`src/rtl/hazard_scoreboard_unit.sv`:
```
// Load-use scoreboard plus branch flush sequencer for the 5-stage pipeline.
// Optional perf counters are built when HAZARD_PERF_EN is defined.
module hazard_scoreboard_unit #(
  parameter int REG_AW    = 5,
  parameter int LOAD_LAT  = 1,
  parameter int FLUSH_CYC = 1
) (
  input  logic              clk,
  input  logic              rst_n,
  input  logic              id_valid_i,
  input  logic [REG_AW-1:0] id_rs_i,
  input  logic [REG_AW-1:0] id_rt_i,
  input  logic              id_rs_use_i,
  input  logic              id_rt_use_i,
  input  logic              id_memread_i,
  input  logic [REG_AW-1:0] id_rd_i,
  input  logic              branch_i,
  output logic              branch_o,
  output logic              stall_o,
  output logic              flush_o,
  output logic              busy_o
`ifdef HAZARD_PERF_EN
  ,
  output logic [15:0]       perf_stall_o,
  output logic [15:0]       perf_flush_o
`endif
);

  localparam int NUM_REGS = 2**REG_AW;
  localparam int CW = $clog2(LOAD_LAT + 1);
  localparam logic [CW-1:0] LAT_V = CW'(LOAD_LAT);
  localparam logic [1:0] FLUSH_INIT = 2'(FLUSH_CYC - 1);

  logic [CW-1:0]       pend_q [NUM_REGS];
  logic [CW-1:0]       pend_d [NUM_REGS];
  logic [NUM_REGS-1:0] pend_nz;
  logic [1:0]          flush_cnt_q, flush_cnt_d;
  logic                flush_act, haz, issue, load_wr;
  logic                rs_haz, rt_haz;

  assign branch_o  = branch_i;
  assign flush_act = branch_i | (flush_cnt_q != 2'd0);
  assign flush_o   = flush_act;

  assign rs_haz  = id_rs_use_i & (id_rs_i != '0) & (pend_q[id_rs_i] != '0);
  assign rt_haz  = id_rt_use_i & (id_rt_i != '0) & (pend_q[id_rt_i] != '0);
  assign haz     = id_valid_i & (rs_haz | rt_haz);
  assign stall_o = haz & ~flush_act;
  assign issue   = id_valid_i & ~stall_o & ~flush_act;
  assign load_wr = issue & id_memread_i & (id_rd_i != '0);

  // busy_o depends only on registered state, never on the ID inputs
  assign busy_o = |pend_nz;

  always_comb begin
    for (int i = 0; i < NUM_REGS; i++) begin
      pend_nz[i] = (pend_q[i] != '0);
      pend_d[i]  = pend_q[i];
      if (i != 0) begin
        if (load_wr && (id_rd_i == REG_AW'(i))) begin
          pend_d[i] = LAT_V;
        end else if (pend_q[i] != '0) begin
          pend_d[i] = pend_q[i] - CW'(1);
        end
      end
    end
  end

  always_comb begin
    flush_cnt_d = flush_cnt_q;
    if (branch_i) begin
      flush_cnt_d = FLUSH_INIT;
    end else if (flush_cnt_q != 2'd0) begin
      flush_cnt_d = flush_cnt_q - 2'd1;
    end
  end

  always_ff @(posedge clk or negedge rst_n) begin
    if (!rst_n) begin
      for (int i = 0; i < NUM_REGS; i++) begin
        pend_q[i] <= '0;
      end
      flush_cnt_q <= 2'd0;
    end else begin
      for (int i = 0; i < NUM_REGS; i++) begin
        pend_q[i] <= pend_d[i];
      end
      flush_cnt_q <= flush_cnt_d;
    end
  end

`ifdef HAZARD_PERF_EN
  logic [15:0] perf_stall_q, perf_stall_d;
  logic [15:0] perf_flush_q, perf_flush_d;

  // Both counters saturate rather than wrap
  always_comb begin
    perf_stall_d = perf_stall_q;
    perf_flush_d = perf_flush_q;
    if (stall_o && (perf_stall_q != 16'hFFFF)) begin
      perf_stall_d = perf_stall_q + 16'd1;
    end
    if (flush_o && (perf_flush_q != 16'hFFFF)) begin
      perf_flush_d = perf_flush_q + 16'd1;
    end
  end

  always_ff @(posedge clk or negedge rst_n) begin
    if (!rst_n) begin
      perf_stall_q <= 16'd0;
      perf_flush_q <= 16'd0;
    end else begin
      perf_stall_q <= perf_stall_d;
      perf_flush_q <= perf_flush_d;
    end
  end

  assign perf_stall_o = perf_stall_q;
  assign perf_flush_o = perf_flush_q;
`endif

endmodule
```
`config.mk`:
```
export PLATFORM = sky130hd
export DESIGN_NAME = hazard_scoreboard_unit
export DESIGN_NICKNAME = d
export VERILOG_FILES = /design/src/rtl/hazard_scoreboard_unit.sv
export SDC_FILE = /design/constraint.sdc
export NUM_CORES = 1
export LEC_CHECK = 0
export BUFFER_PORTS_ARGS = -buffer_cell sky130_fd_sc_hd__buf_2
export CAP_MARGIN = 30
export CORE_MARGIN = 8
export CORE_UTILIZATION = 55
export DETAILED_ROUTE_END_ITERATION = 10
export GPL_ROUTABILITY_DRIVEN = 0
export HOLD_SLACK_MARGIN = 0.15
export PLACE_DENSITY = 0.87
export SYNTH_ARGS = -nofsm -noshare
export SYNTH_HDL_FRONTEND = slang
export SYNTH_SLANG_ARGS = --single-unit
```
`constraint.sdc`:
```
create_clock -name clk -period 5.5 [get_ports clk]
set_input_delay 0.55 -clock clk [delete_from_list [all_inputs] [get_ports clk]]
set_output_delay 0.55 -clock clk [all_outputs]
set_load 0.05 [all_outputs]
```
After elaboration in Yosys (flattened, before gate mapping)
Index checks and enable logic that the tools add are counted.
- add/sub/neg operators: 32
- reduce and logical (&&, ||, !) cells: 37
- bitwise gates (word level): 16
- order comparisons: 2
- equal/unequal tests: 31
- muxes and demuxes: 70
- operator list (cell ; number):
    $eq 5x5->1 const B ; 16
    $mux 1 ; 66
    $eq 5x4->1 const B ; 8
    $logic_and 1x1->1 ; 31
    $reduce_or 31->1 ; 1
    $sub 1x1->1 const B ; 31
    $eq 5x3->1 const B ; 4
    $reduce_bool 5->1 ; 3
    $ge 6x6->1 const B ; 2
    $not 5->6 ; 2
    $and 1x1->1 ; 10
    $bmux 1 s5 ; 2
    $eq 5x2->1 const B ; 2
    $eq 5x1->1 const B ; 1
    $mux 2 ; 2
    $reduce_bool 2->1 ; 2
    $not 1->1 ; 2
    $or 1x1->1 ; 2
    $sub 2x1->2 const B ; 1
- logic and storage cells: 220
- output and inout port bits: 4
- bits of input ports: 22
- flip-flop bits (word level): 33

Logic depth before layout (Yosys ltp)
- depth after elaboration: 15
- mapped depth: 9
- depth with buffers taken out: 6

Worst setup path after synthesis
No wires, ideal clock.
- kind: input to output
- start: input port id_rs_i[0]
- end: output port stall_o
- stages on the path: 8
- setup slack: 2.698 ns
- buffers on the path: 2
- arrival: 2.252 ns
- required time: 4.950 ns
- cells stage by stage: buf_4 > buf_4 > nand2_1 > mux4_1 > nor3_1 > nor4_2 > o21ai_2 > and3_2
- word-level cells in the longest chain between the ends: 8
- elaborated cells on any way between the ends: 10
- those cells by class: mux (3); bitwise (6); reduce/logical (1)
- ends and longest elaborated chain (item ; line ; source):
    start: declaration ; 11 ; input logic [REG_AW-1:0] id_rs_i,
    $not 5->6 (not written as such) ; 45 ; assign rs_haz = id_rs_use_i & (id_rs_i != '0) & (pend_q[id_rs_i] != '0);
    $bmux 1 s5 ; 45 ;
    $mux 1 (not written as such) (2 in a row) ; 45 ;
    $and 1x1->1 * ; 45 ;
    $or 1x1->1 * ; 47 ; assign haz = id_valid_i & (rs_haz | rt_haz);
    $and 1x1->1 * ; 47 ;
    $and 1x1->1 * ; 48 ; assign stall_o = haz & ~flush_act;
    end: declaration ; 19 ; output logic stall_o,
Mark *: on every way between the ends. The rest lies on a longest branch, timed or not. The select of a mux whose other input is x is not followed.

Worst setup path after layout
Same ends and word-level chain as after synthesis.

==> reports/qor.yml <==
outcome:
  status: "completed"
die:
  initial_core_util_pct: 57.3
  die_y_microns: 75.2
  ios: 26
  dieArea_sq_um: 5650
  coreArea_sq_um: 3360
  fp.dieW_microns: 75.2
  std_cell_rows: 21
synthesis:
  yosys.area.top_type: "dfrtp_1"
  synth_area_leaders: "dfrtp_1, nor4_1, mux4_2"
  synth.top_cell.area_share_pct: 42.9
  syn-num-nets: 190
  netlist_instances: 167
  yosys.cell_types.count: 40
  synth_seq_area_share_pct: 42.9
  syn_area_sq_um: 1930
  ys_seq_elements: 33
  synth.avg_cell_area_sq_um: 11.5
  yosysWarnings: 0
global_routing:
  grt_start_max_net_pins: 34
  grt_pass1_vias: 1578
  antenna_found_initial: 0
  overflow: 0
  grt_pass1_wl_microns: 7310
  grt_usage_pct: 17.2
clock_tree:
  clockRootBuffer: "clkbuf_4"
  post-cts-setup-buffers: 0
  numClockSinks: 33
  cts_resized: 0
  postCtsHoldBufs: 0
  clock_path_buffers: 2
  cts_tree: "done"
  cts_buffers: 5
  clk-insertion-delay-late_ps: 330
  path_clk_slew_ps: 90
  htreeDepth: 2
setup_path:
  cp.arrival_ps: 2760
  endpoint_kind: "output port"
  cp.required_ps: 4950
  crit_type: "input pin to output port"
  worstSetupStartpointType: "input pin"
  cp_max_fo: 32
timing:
  finalCritPeriodShare_pct: 60.1
  fin_tns_setup_ps: 0
  relSlewSlack_pct: 55.1
  period_needed_ps: 3310
  finalSetupViolations: 0
  clock.fmax_ghz: 0.303
  hold_viol: 0
  skew_ps: 7.83
  rsz0062_at_grt: "no"
  drv_slew: 0
  tightest_slew_ps: 673
final_layout:
  nets: 210
  syn_to_final_growth_pct: 7.01
  stdcell_count: 234
  drive_gt1_share_pct: 27.7
  num_antenna_cells: 0
  final_util_pct: 61.3
detailed_routing:
  vias: 1518
  dr.pass1.iters: 4
  top_layer: "met4"
  wl_met3_microns: 331
  postRouteAntennaNets: 0
  drc: 0
  routed_wirelength_microns: 4430
  wl_met1_microns: 1840
  via_per_inst: 6.49
  drt_iter0_markers: 100
  wire_per_inst_microns: 18.9
  wl_met2_microns: 2110
power_and_ir_drop:
  powerDensity_nw_per_um2: 231
  irDropWorstVdd_uv: 225
  total_leakage_power_uw: 0.000893
placed_design:
  dp_cells: 226
  portBuffers: 25
  dp_hpwl_microns: 3460
min_path:
  hold_path.class: "input pin to asynchronous set/reset pin"
run:
  maxCapViolCount: 0
## worst max-delay path, stage by stage
cell and delay [ps]:
buf_2 320, mux2i_1 130, mux4_1 510, nor3_1 180
nor4_2 90, o21ai_2 180, buf_4 320, and3_2 220
buf_2 250
## cells in the mapped netlist
cell	n
buf_4	6
nor4_1	34
nand4_1	1
mux2i_1	16
nor3_1	4
dfrtp_1	33
and3_1	1
a211oi_1	1
nand3b_1	4
o211ai_1	1
and3_2	1
xor2_1	1
nand2_1	8
a22oi_1	1
dlygate4sd1_1	1
o2111ai_1	1
nand2b_1	1
buf_6	4
mux4_1	1
or2_2	1
and4_1	1
nor3b_1	1
mux4_2	9
inv_1	5
or3b_2	2
clkbuf_1	1
buf_1	1
or3_1	2
nor2_1	5
and2b_1	1
nor2b_1	2
nand3_1	4
or4_1	1
o311ai_0	1
mux2_2	2
a21oi_1	2
nor4_2	3
o2bb2ai_1	1
o21ai_2	1
ha_1	1
## cell families (layout without fill, tap and decap cells)
family | Yosys count | in the layout | synth area share, %
mux | 28 | 28 | 21.4
flops | 33 | 33 | 42.9
xor+xnor | 1 | 1 | 0.455
compound gates | 9 | 9 | 3.51
buf+inv | 18 | 39 | 6.49
fa+ha+maj | 1 | 1 | 0.649
simple gates | 77 | 77 | 24.7
## report_power, final
part           leakage, uW  internal (uW)  total, uW  switching (uW)
Combinational     0.000402           32.9       99.7            66.8
Clock            0.0000320           48.6        125            76.0
Sequential        0.000460            248        252            3.66
Total             0.000893            329        476             146
## per-stage QoR
stage          hold slack [ps]  setup slack (ps)  instance area, sq um  power, uW
5_1_grt                    289              2110                  2060        502
3_3_place_gp               497              2330                  2010        349
6_report                   240              2190                  2060        476
3_5_place_dp               524              2210                  2010        356
4_1_cts                    246              2210                  2060        480
2_1_floorplan              254              2700                  1930        331
## layer usage
layer	vias to the layer above	global-route usage (%)
met5	-	0
met4	0	10.2
met3	13	5.46
met2	62	28.6
met1	748	18.8
li1	695	-
## state kept, by name (all words and copies together), names as in the netlist
signal / flops
flush_cnt_q: 2
pend_nz: 31
## final timing paths
check | end | from | cells after the start | slack [ps]
max in group asynchronous | pend_nz[10] | rst_n | 1 | 4820
max | stall_o | id_rs_i[0] | 9 | 2190
min in group clk | flush_cnt_q[1] | branch_i | 2 | 410
min | pend_nz[17] | rst_n | 1 | 240
max reg2reg | pend_nz[10] | flush_cnt_q[0] | 6 | 3030
min reg2reg | flush_cnt_q[1] | flush_cnt_q[1] | 2 | 540
## layout by cell type, fill, tap and decap left out, types with 3 or more instances in the layout
cell type	netlist	layout
nor2_1	5	5
buf_2	0	25
nand3b_1	4	4
nor3_1	4	4
nor4_1	34	34
dfrtp_1	33	33
inv_1	5	5
nand2_1	8	8
mux4_2	9	9
mux2i_1	16	16
nand3_1	4	4
clkbuf_4	0	5
nor4_2	3	3
## layout make-up
type	instances	area [sq um]
clock buffers	6	41.3
clock inverters	2	10.0
fillers	299	1300
inverters	5	18.8
multi-input cells	116	976
flip-flops and latches	33	826
well taps	46	57.6
repair buffers	26	133
No activity file was read; power rests on OpenSTA's default activity.
